`config.mk`:
```
export PLATFORM = sky130hd
export DESIGN_NAME = ft600_rx_stage
export DESIGN_NICKNAME = d
export VERILOG_FILES = /design/src/rtl/ft600_rx_stage.sv
export SDC_FILE = /design/constraint.sdc
export NUM_CORES = 1
export LEC_CHECK = 0
export ABC_CLOCK_PERIOD_IN_PS = 5300
export CAP_MARGIN = 20
export CORE_AREA = 2 2 94 105
export CTS_CLUSTER_SIZE = 16
export DETAILED_ROUTE_END_ITERATION = 8
export DIE_AREA = 0 0 96 107
export PLACE_DENSITY = 0.75
export SETUP_SLACK_MARGIN = 0.02
export SLEW_MARGIN = 40
export SYNTH_ARGS = -nofsm -noshare
export SYNTH_HDL_FRONTEND = slang
export SYNTH_SLANG_ARGS = --single-unit
```
`constraint.sdc`:
```
create_clock -name w_clk -period 5.3 [get_ports w_clk]
set_clock_uncertainty 0.15 [all_clocks]
set_input_delay 0.53 -clock w_clk [delete_from_list [all_inputs] [get_ports w_clk]]
set_output_delay 0.53 -clock w_clk [all_outputs]
set_load 0.02 [all_outputs]
```
`src/rtl/ft600_rx_stage.sv`:
```
// FT600 245-sync receive front end: drives OE_N/RD_N, captures words into a skid buffer
// and feeds the async FIFO write port. Define FT600_RX_BE_EN to apply byte enables at capture.
module ft600_rx_stage #(
  parameter int DATA_WIDTH  = 16,
  parameter int SKID_ADDR   = 2,
  parameter int COUNT_WIDTH = 32
) (
  input  logic                   w_clk,
  input  logic                   rst,
  input  logic [DATA_WIDTH-1:0]  ft_data,
  input  logic [1:0]             ft_be,
  input  logic                   ft_rxf_n,
  output logic                   ft_oe_n,
  output logic                   ft_rd_n,
  input  logic                   rx_en,
  output logic                   fifo_w_en,
  output logic [DATA_WIDTH-1:0]  fifo_w_data,
  input  logic                   fifo_w_full,
  output logic                   busy,
  output logic [COUNT_WIDTH-1:0] rx_count
);

  localparam int SKID_DEPTH = 1 << SKID_ADDR;
  localparam logic [SKID_ADDR:0] LP_DEPTH = {1'b1, {SKID_ADDR{1'b0}}};

  typedef enum logic [1:0] {
    IDLE = 2'd0,
    TURN = 2'd1,
    READ = 2'd2
  } state_t;

  state_t                 r_state;
  state_t                 w_stateNext;
  logic [DATA_WIDTH-1:0]  r_skid [SKID_DEPTH];
  logic [SKID_ADDR-1:0]   r_wrPtr;
  logic [SKID_ADDR-1:0]   r_rdPtr;
  logic [SKID_ADDR:0]     r_level;
  logic [SKID_ADDR:0]     w_levelNext;
  logic [COUNT_WIDTH-1:0] r_rxCount;
  logic                   w_push;
  logic                   w_pop;
  logic                   w_beOk;
  logic [DATA_WIDTH-1:0]  w_capData;

`ifdef FT600_RX_BE_EN
  always_comb begin
    w_beOk    = (ft_be != 2'b00);
    w_capData = ft_data;
    if (ft_be == 2'b01) w_capData[DATA_WIDTH-1:8] = '0;
    if (ft_be == 2'b10) w_capData[7:0] = '0;
  end
`else
  logic w_unusedBe;
  assign w_unusedBe = ^ft_be;
  assign w_beOk     = 1'b1;
  assign w_capData  = ft_data;
`endif

  assign w_push      = (r_state == READ) & ~ft_rxf_n & w_beOk;
  assign w_pop       = (r_level != '0) & ~fifo_w_full;
  assign w_levelNext = r_level + {{SKID_ADDR{1'b0}}, w_push} - {{SKID_ADDR{1'b0}}, w_pop};

  // Leaving READ whenever the post-edge level would hit full keeps RD_N high before the buffer can overflow.
  always_comb begin
    w_stateNext = r_state;
    case (r_state)
      IDLE:    if (rx_en && !ft_rxf_n && (r_level < LP_DEPTH)) w_stateNext = TURN;
      TURN:    w_stateNext = ft_rxf_n ? IDLE : READ;
      READ:    if (ft_rxf_n || !rx_en || !(w_levelNext < LP_DEPTH)) w_stateNext = IDLE;
      default: w_stateNext = IDLE;
    endcase
  end

  always_ff @(posedge w_clk) begin
    if (rst) begin
      r_state   <= IDLE;
      r_level   <= '0;
      r_wrPtr   <= '0;
      r_rdPtr   <= '0;
      r_rxCount <= '0;
    end else begin
      r_state <= w_stateNext;
      r_level <= w_levelNext;
      if (w_push) r_wrPtr <= r_wrPtr + SKID_ADDR'(1);
      if (w_pop) begin
        r_rdPtr   <= r_rdPtr + SKID_ADDR'(1);
        r_rxCount <= r_rxCount + COUNT_WIDTH'(1);
      end
    end
  end

  always_ff @(posedge w_clk) begin
    if (w_push && !rst) r_skid[r_wrPtr] <= w_capData;
  end

  assign ft_oe_n     = (r_state == IDLE);
  assign ft_rd_n     = (r_state != READ);
  assign fifo_w_en   = w_pop;
  assign fifo_w_data = r_skid[r_rdPtr];
  assign busy        = (r_state != IDLE) | (r_level != '0);
  assign rx_count    = r_rxCount;

endmodule

```
==> results.cfg, run 1 <==
[die]
start_util_pct = 49.1
die_area_um2 = 10300
die_h_um = 107
ios = 75
rows = 37
fp.dieW_um = 96
core_area_um2 = 9210

[drt]
vias_per_cell = 5.52
drt_iter0_markers = 102
ant_nets = 0
firstDrtPassIters = 4
drc = 0
wl_per_cell_um = 16.1
drt-total-wl_mm = 8.39
vias = 2880

[clock_network]
cts_buffer_depth = 2
clkSlewWorstSetupHoldPaths_ns = 0.10
cts_max_level = 3
root_buffer = clkbuf_8
cts.sinks = 107
ctsHoldBuffers = 0
worstSkewPairLatency_ns = 0.35
cts_buffers = 9
cts_resized = 0
cts_tree = yes
postCtsSetupBuffers = 0

[worst_setup_path]
cp-end-kind = output pin
slowest_delay_ns = 0.72
path_cells = mux4_2 > clkdlybuf4s50_1
rrSetupSlack_ns = 2.55
crit_slowest_cell = dfxtp_2
worstPathRequired_ns = 4.62
r2r_cells = 10
critPathLaunchType = flop
worst-setup-path-type = reg2out
r2r_start = r_level[1]$_SDFF_PP0_
crit_fanout = 16
r2r-end = r_state[1]$_SDFFE_PP0P_
arrival_ns = 2.22

[finish]
drive_gt1_share_pct = 13.1
area_growth_pct = 21.2
fillers = 704
post-route-util_pct = 59.5
n_antenna_cell = 0
fin_nets = 431
mostFrequentLayoutCells = 72 x clkdlybuf4s50_1, 64 x edfxtp_1, 42 x dfxtp_1
mostFrequentLayoutCell = clkdlybuf4s50_1

[placed_design]
routabilityCongestion = 0.767
dp_hpwl_mm = 5.67
dp_slack_ns = 2.22
numPortBuffers = 72

[timing]
grt_setup_unrepaired = false
finalCritPeriodShare_pct = 54.7
slew_headroom_pct = 47.0
setup_slack_ns = 2.40
fmax_mhz = 345
min_period_ns = 2.90
worstMarginPinSlew_ns = 0.794
tns_ns = 0
finalHoldViolCount = 0
slew_viol_final = 0
setup_viol = 0

[flow_run]
drv_cap = 0

[synthesis]
synthMuxAreaShare_pct = 10.5
syn_area_per_cell_um2 = 13.6
ys_types = 41
async_flop_share_pct = 0
synth.yosys.warnings = 0
syn_area_um2 = 4530
yosys.area_share.xor_xnor_pct = 2.52
synth_top_family_by_area = simple AND/OR/NAND/NOR gates
syn_inst = 333
yosys_register_bits = 107
ys_seq_area_share_pct = 61.5
synth.net_count = 364
synth_enable_flop_cells = 64
yosys.area_share.adder_pct = 2.38
synth_compound_area_share_pct = 3.98
synth-main-ff-cell = edfxtp_1
yosys.area_share.simple_pct = 15.8

[worst_hold_path]
worst_hold_path_type = reg2reg
hold_path.startpoint = rx_count[18]$_SDFFE_PP0P_
hold_path_depth = 2
hold_end = rx_count[18]$_SDFFE_PP0P_

[power]
p_per_area_nw_per_um2 = 335
p_clk_share_pct = 25.1
swShare_pct = 28.8
p_seq_share_pct = 52.7
p_leak_uw = 0.00176
switching_power_uw = 529
combPwrFrac_pct = 22.2
intPower_uw = 1310
ir_worst_vdd_mv = 0.138

[global_route]
grt_max_degree = 52
grt_pass1_vias = 2898
grt.overflow.total = 0
grt_usage_pct = 17.3
grt_pass1_wl_mm = 13.8
antenna_found_initial = 0

[outcome]
status = completed
## worst max path at each step
stage	start	end	slack, ns	cells after the start
floorplan	r_level[1]$_SDFF_PP0_	r_state[1]$_SDFFE_PP0P_	2.55	10
global placement	r_level[1]$_SDFF_PP0_	r_state[1]$_SDFFE_PP0P_	2.19	10
detailed placement	fifo_w_full	r_state[1]$_SDFFE_PP0P_	2.22	10
CTS	flop	fifo_w_data[14]	2.33	2
global route	r_level[0]$_SDFF_PP0_	r_state[1]$_SDFFE_PP0P_	2.23	10
finish	flop	fifo_w_data[14]	2.40	2
## synthesized netlist by cell type (4+ instances only)
library cell	count	area (um2)
xor2_1	4	35.0
a21oi_1	15	75.1
o31ai_1	9	67.6
mux4_2	16	360
inv_1	9	33.8
nand3_1	13	65.1
nor4_1	10	62.6
ha_1	7	87.6
nand2_1	11	41.3
and4_1	5	43.8
o21ai_0	6	30.0
nor2_1	27	101
dfxtp_1	43	861
and2_1	5	31.3
or4_1	9	67.6
or3_1	4	25.0
nand4_1	5	31.3
edfxtp_1	64	1920
buf_2	4	20.0
mux2_2	10	113
xnor2_1	9	78.8
nor2b_1	13	81.3
clkbuf_1	6	22.5
## cell families (layout without fill, tap and decap cells)
group,after synthesis,after routing
AND/OR/NAND/NOR,121,121
flip-flops,107,107
AO/OA/AOI/OAI,31,31
buffers and inverters,27,99
multiplexers,26,26
XOR/XNOR,13,13
adder cells (fa/ha/maj),8,8
## final cells by class
cell class	count	area [um2]	share of cell area, %
repair buffers	74	739	13.5
clock inverters	6	56.3	1.03
multi-input cells	199	1600	29.1
inverters	9	33.8	0.616
clock buffers	10	128	2.33
well taps	117	146	2.67
flip-flops and latches	107	2780	50.8
## sequential cells by signal, summed over array words and instances, names as in the netlist, named ones only
register,flops
r_wrPtr,2
rx_count,32
r_skid,64
r_rdPtr,2
r_state,2
r_level,3
## critical path: cells and delay by family, from the launching register on
| kind | cells | cell delay (ns) |
|---|---|---|
| muxes | 1 | 0.59 |
| DFF | 1 | 0.72 |
| buffers and inverters | 1 | 0.56 |
## stage by stage
stage          instance area [um2]  hold slack (ns)  cells  total power (uW)
5_1_grt                       5480            0.393    522              1930
3_5_place_dp                  5290            0.342    505              1410
4_1_cts                       5470            0.360    521              1870
6_report                      5480            0.356    522              1840
2_1_floorplan                 4530            0.322    333              1240
3_3_place_gp                  5280            0.324    505              1390
## power by group through the flow
stage	Sequential, uW	Clock (uW)	Combinational [uW]
floorplan	946	0	296
global route	979	511	443
finish	969	462	409
detailed placement	992	0	415
CTS	973	479	416
global placement	986	0	406
## layer usage
metal / vias to the layer above / GRT usage [%] / routed length (um)
met1: 1402 / 21.1 / 3460
li1: 1389 / - / -
met5: - / 0 / 0
met2: 83 / 30.0 / 4340
met3: 6 / 4.36 / 532
met4: 0 / 5.10 / 53
Note: power is estimated with default switching activity, not from simulation.
==> inputs of run 2 (changes only) <==
ABC_CLOCK_PERIOD_IN_PS = 3000   (was 5300)
clock period = 3 ns   (was 5.3 ns; I/O delays follow)
==> run 2 against run 1 <==
  * Count of clock-buffer cells in the layout fell by 1
  * Utilization grew 0.72 points
  * Cell count increased by 1.3%
  * Global-route usage is 0.54 points higher
  * Routed wire length up 3.4%
  * Sequential power grew 69%
  * Register-to-register slack got worse by 2.1 ns
  * Highest routed layer unchanged
==> results.cfg, run 2 (synthesis gave the netlist of run 1 again) <==
[outcome]
status = completed

[drt]
drt_iter0_markers = 69
ant_nets = 0
drc = 0
vias = 2927
firstDrtPassIters = 4
wl_per_cell_um = 16.4
drt-total-wl_mm = 8.68
vias_per_cell = 5.53

[placed_design]
numPortBuffers = 72
dp_hpwl_mm = 5.84
placed_area_um2 = 5340
routabilityCongestion = 0.759
dp_slack_ns = 0.173

[worst_setup_path]
cp-end-kind = output pin
worst-setup-path-type = reg2out
crit_slowest_cell = mux4_2
path_delay_family = buffers and inverters
arrival_ns = 2.11
worstPathRequired_ns = 2.55
path_buf_inv = 2
path_cells = buf_4 > mux4_2 > clkdlybuf4s50_1
slowest_delay_ns = 0.57
critPathLaunchType = flop
crit_fanout = 16

[die]
die_h_um = 107
rows = 37
core_area_um2 = 9210
fp.dieW_um = 96
die_area_um2 = 10300
ios = 75
start_util_pct = 49.1

[global_route]
grt_max_degree = 52
grt.overflow.total = 0
grt_usage_pct = 17.8
grt_pass1_wl_mm = 14.1
grt_pass1_vias = 2896
antenna_found_initial = 0

[clock_network]
cts_buffers = 9
postCtsSetupBuffers = 0
cts_resized = 0
cts.sinks = 107
ctsHoldBuffers = 0
root_buffer = clkbuf_8
worstSkewPairLatency_ns = 0.37
cts_buffer_depth = 2
cts_tree = yes
clkSlewWorstSetupHoldPaths_ns = 0.10
cts_max_level = 3

[timing]
tns_ns = 0
slew_viol_final = 0
slew_headroom_pct = 56.7
grt_setup_unrepaired = false
worstMarginPinSlew_ns = 0.648
min_period_ns = 2.56
setup_slack_ns = 0.442
finalCritPeriodShare_pct = 85.3
finalHoldViolCount = 0
setup_viol = 0
fmax_mhz = 391

[finish]
drive_gt1_share_pct = 13.6
area_growth_pct = 22.6
n_antenna_cell = 0
fillers = 750
mostFrequentLayoutCell = clkdlybuf4s50_1
fin_nets = 438
largest_register = r_skid
largest_register_ffs = 64
mostFrequentLayoutCells = 72 x clkdlybuf4s50_1, 64 x edfxtp_1, 43 x dfxtp_1
fin_area_um2 = 5550

[flow_run]
drv_cap = 0

[worst_hold_path]
worst_hold_path_type = reg2reg

[power]
p_per_area_nw_per_um2 = 610
ir_worst_vdd_mv = 0.243
p_leak_uw = 0.00181
==> run 2: cell count changes in the layout (fill, tap and decap cells not counted), sizes merged <==
cell / before / now
bufinv: 0 / 1
buf: 2 / 9
clkinvlp: 1 / 0
inv: 12 / 13
clkbuf: 10 / 9
==> run 2: tightest hold or removal path, delay by kind of cell (launching register included) <==
kind	cells	cell delay (ns)
and+or+nand+nor	1	0.07
DFF	1	0.34
AOI/OAI and AO/OA	1	0.07
==> run 2: through the flow <==
stage	std cells	util [%]	total power, uW	hold WS, ns
floorplan	333	-	2190	0.249
global placement	513	58.0	2490	0.326
detailed placement	513	58.0	2510	0.348
CTS	529	60.2	3440	0.363
global route	529	60.2	3560	0.388
finish	529	60.2	3390	0.362
==> run 2: worst paths after layout <==
check	startpoint	end	slack, ns	cells after the start
worst min-delay path	r_state[0]$_SDFFE_PP0P_	r_state[1]$_SDFFE_PP0P_	0.36	2
worst min register to register	r_state[0]$_SDFFE_PP0P_	r_state[1]$_SDFFE_PP0P_	0.36	2
worst max register to register	r_state[0]$_SDFFE_PP0P_	r_state[1]$_SDFFE_PP0P_	0.44	11
worst max-delay path	flop	fifo_w_data[8]	0.44	3
==> run 2: cell type report <==
cell class / instances / area (um2) / share of cell area, %
clock buffers: 9 / 124 / 2.23
clock inverters: 7 / 87.6 / 1.58
inverters: 9 / 33.8 / 0.609
multi-input cells: 199 / 1590 / 28.6
flip-flops and latches: 107 / 2780 / 50.1
well taps: 117 / 146 / 2.64
repair buffers: 81 / 788 / 14.2
==> run 2: where the power goes <==
part | internal [uW] | total (uW) | switching (uW)
Clock | 407 | 919 | 513
Combinational | 422 | 829 | 408
Sequential | 1600 | 1640 | 40.9
==> run 2: metal layers <==
layer	part of all wire [%]	global-route usage, %	wire [um]
met5	0	0	0
met4	0.86	4.90	75
met3	5.0	4.64	437
met2	52	30.5	4500
met1	42	22.2	3660
==> inputs of run 3 (changes only) <==
RECOVER_POWER = 50   (was not set)
==> run 3 against run 2 <==
  * Hold slack about the same
  * Clock power about the same
  * Sequential share of layout area rose by 0.10 points
  * Register-to-register slack about the same
  * Utilization fell by 0.12 points
  * Cell count rose by 0.19%
  * Fmax barely moved
  * Power is 0.11% lower
  * Routed wire length grew 0.15%
  * Worst setup slack got worse by 0.00086 ns
  * Sequential cell count unchanged
  * Combinational power shrank 0.5%
  * Largest power group unchanged
==> results.cfg, run 3 (synthesis gave the netlist of run 1 again) <==
[outcome]
status = completed

[timing]
tns_ns = 0
grt_setup_unrepaired = false
worstMarginPinSlew_ns = 1.02
min_period_ns = 2.56
holdWs_ns = 0.362
finalCritPeriodShare_pct = 85.3
setup_viol = 0
slew_viol_final = 0
finalHoldViolCount = 0
slew_headroom_pct = 32.2
fmax_mhz = 391

[clock_network]
worstSkewPairLatency_ns = 0.37
cts.sinks = 107
cts_max_level = 3
clkSlewWorstSetupHoldPaths_ns = 0.10
cts_buffer_depth = 2
root_buffer = clkbuf_8
cts_tree = yes
cts_buffers = 9
cts_resized = 0
ctsHoldBuffers = 0
postCtsSetupBuffers = 0

[worst_setup_path]
r2r-end = r_state[1]$_SDFFE_PP0P_
critPathLaunchType = flop
crit_fanout = 16
cp-end-kind = output pin
path_buf_inv = 2
worst-setup-path-type = reg2out
path_depth = 3
path_delay_family = buffers and inverters
arrival_ns = 2.11
r2r_start = r_state[0]$_SDFFE_PP0P_
slowest_delay_ns = 0.57
r2r_cells = 11
worstSetupEndpoint = fifo_w_data[8]
crit_slowest_cell = mux4_2
worstPathRequired_ns = 2.55
path_cells = buf_4 > mux4_2 > clkdlybuf4s50_1
rrSetupSlack_ns = 0.44

[placed_design]
routabilityCongestion = 0.759
numPortBuffers = 72
placed_area_um2 = 5340
dp_hpwl_mm = 5.84

[die]
die_h_um = 107
ios = 75
die_area_um2 = 10300
rows = 37
core_area_um2 = 9210
start_util_pct = 49.1
fp.dieW_um = 96

[finish]
fin_area_um2 = 5540
fillers = 752
mostFrequentLayoutCells = 64 x edfxtp_1, 55 x clkdlybuf4s50_1, 43 x dfxtp_1
largest_register_ffs = 64
fin_nets = 438
mostFrequentLayoutCell = edfxtp_1
largest_register = r_skid
post-route-util_pct = 60.1
drive_gt1_share_pct = 12.9
area_growth_pct = 22.4

[global_route]
grt_usage_pct = 17.8
antenna_found_initial = 1
grt_pass1_wl_mm = 14.1
grt.overflow.total = 0
grt_pass1_vias = 2896
grt_max_degree = 52

[flow_run]
drv_cap = 0

[drt]
firstDrtPassIters = 4
drt_iter0_markers = 73
vias = 2933
vias_per_cell = 5.53
drt-total-wl_mm = 8.69
drc = 0
ant_nets = 0
wl_per_cell_um = 16.4

[power]
p_per_area_nw_per_um2 = 611
p_leak_uw = 0.00180
p_total_uw = 3380
ir_worst_vdd_mv = 0.244

[worst_hold_path]
worst_hold_path_type = reg2reg
## run 3: changes by cell type in the layout (fill, tap and decap cells not counted)
cell	before	now
diode_2	0	1
buf_4	9	5
dlygate4sd3_1	0	17
clkdlybuf4s50_1	72	55
clkbuf_2	0	1
and2_1	5	2
and2_0	0	3
clkbuf_1	0	3
## run 3: worst min path at each step
stage                              startpoint                   endpoint  slack [ns]  cells past startpoint
detailed placement    r_state[0]$_SDFFE_PP0P_    r_state[1]$_SDFFE_PP0P_        0.35                      2
global route          r_state[0]$_SDFFE_PP0P_    r_state[1]$_SDFFE_PP0P_        0.39                      2
global placement    rx_count[18]$_SDFFE_PP0P_  rx_count[18]$_SDFFE_PP0P_        0.33                      2
CTS                   r_state[0]$_SDFFE_PP0P_    r_state[1]$_SDFFE_PP0P_        0.36                      2
floorplan                          ft_data[0]     r_skid[0][0]$_DFFE_PP_        0.25                      0
finish                r_state[0]$_SDFFE_PP0P_    r_state[1]$_SDFFE_PP0P_        0.36                      2
## run 3: area by class of cell
type	instances	area [um2]	area share [%]
flip-flops and latches	107	2780	50.2
multi-input cells	199	1590	28.7
repair buffers	81	774	14.0
well taps	117	146	2.64
clock buffers	9	124	2.24
clock inverters	7	87.6	1.58
inverters	9	33.8	0.610
diodes	1	2.50	0.0452
## run 3: per-layer routing
metal  routed length, um  vias to the layer above  global-route usage (%)
li1                    -                     1411                       -
met1                3660                     1430                    22.2
met2                4480                       82                    30.5
met5                   0                        -                       0
met4                  75                        0                    4.90
met3                 480                       10                    4.64
## run 3: metrics by stage
step / setup WS (ns) / cells
6_report: 0.441 / 530
5_1_grt: 0.223 / 530
4_1_cts: 0.382 / 529
3_5_place_dp: 0.173 / 513
3_3_place_gp: 0.276 / 513
2_1_floorplan: 0.253 / 333
## run 3: power breakdown
group	total (uW)	leakage [uW]	internal, uW	switching, uW
Clock	921	0.000108	407	514
Sequential	1640	0.000923	1600	40.1
Combinational	825	0.000770	417	408
## run 3: worst reg2reg max path, delay by kind of cell (launching register included)
family / cells / cell delay (ns)
AOI/OAI and AO/OA: 1 / 0.15
xor gates and xnor gates: 2 / 0.37
adders and majority gates: 3 / 0.84
buffers and inverters: 2 / 0.12
DFF: 1 / 0.34
and+or+nand+nor: 3 / 0.52
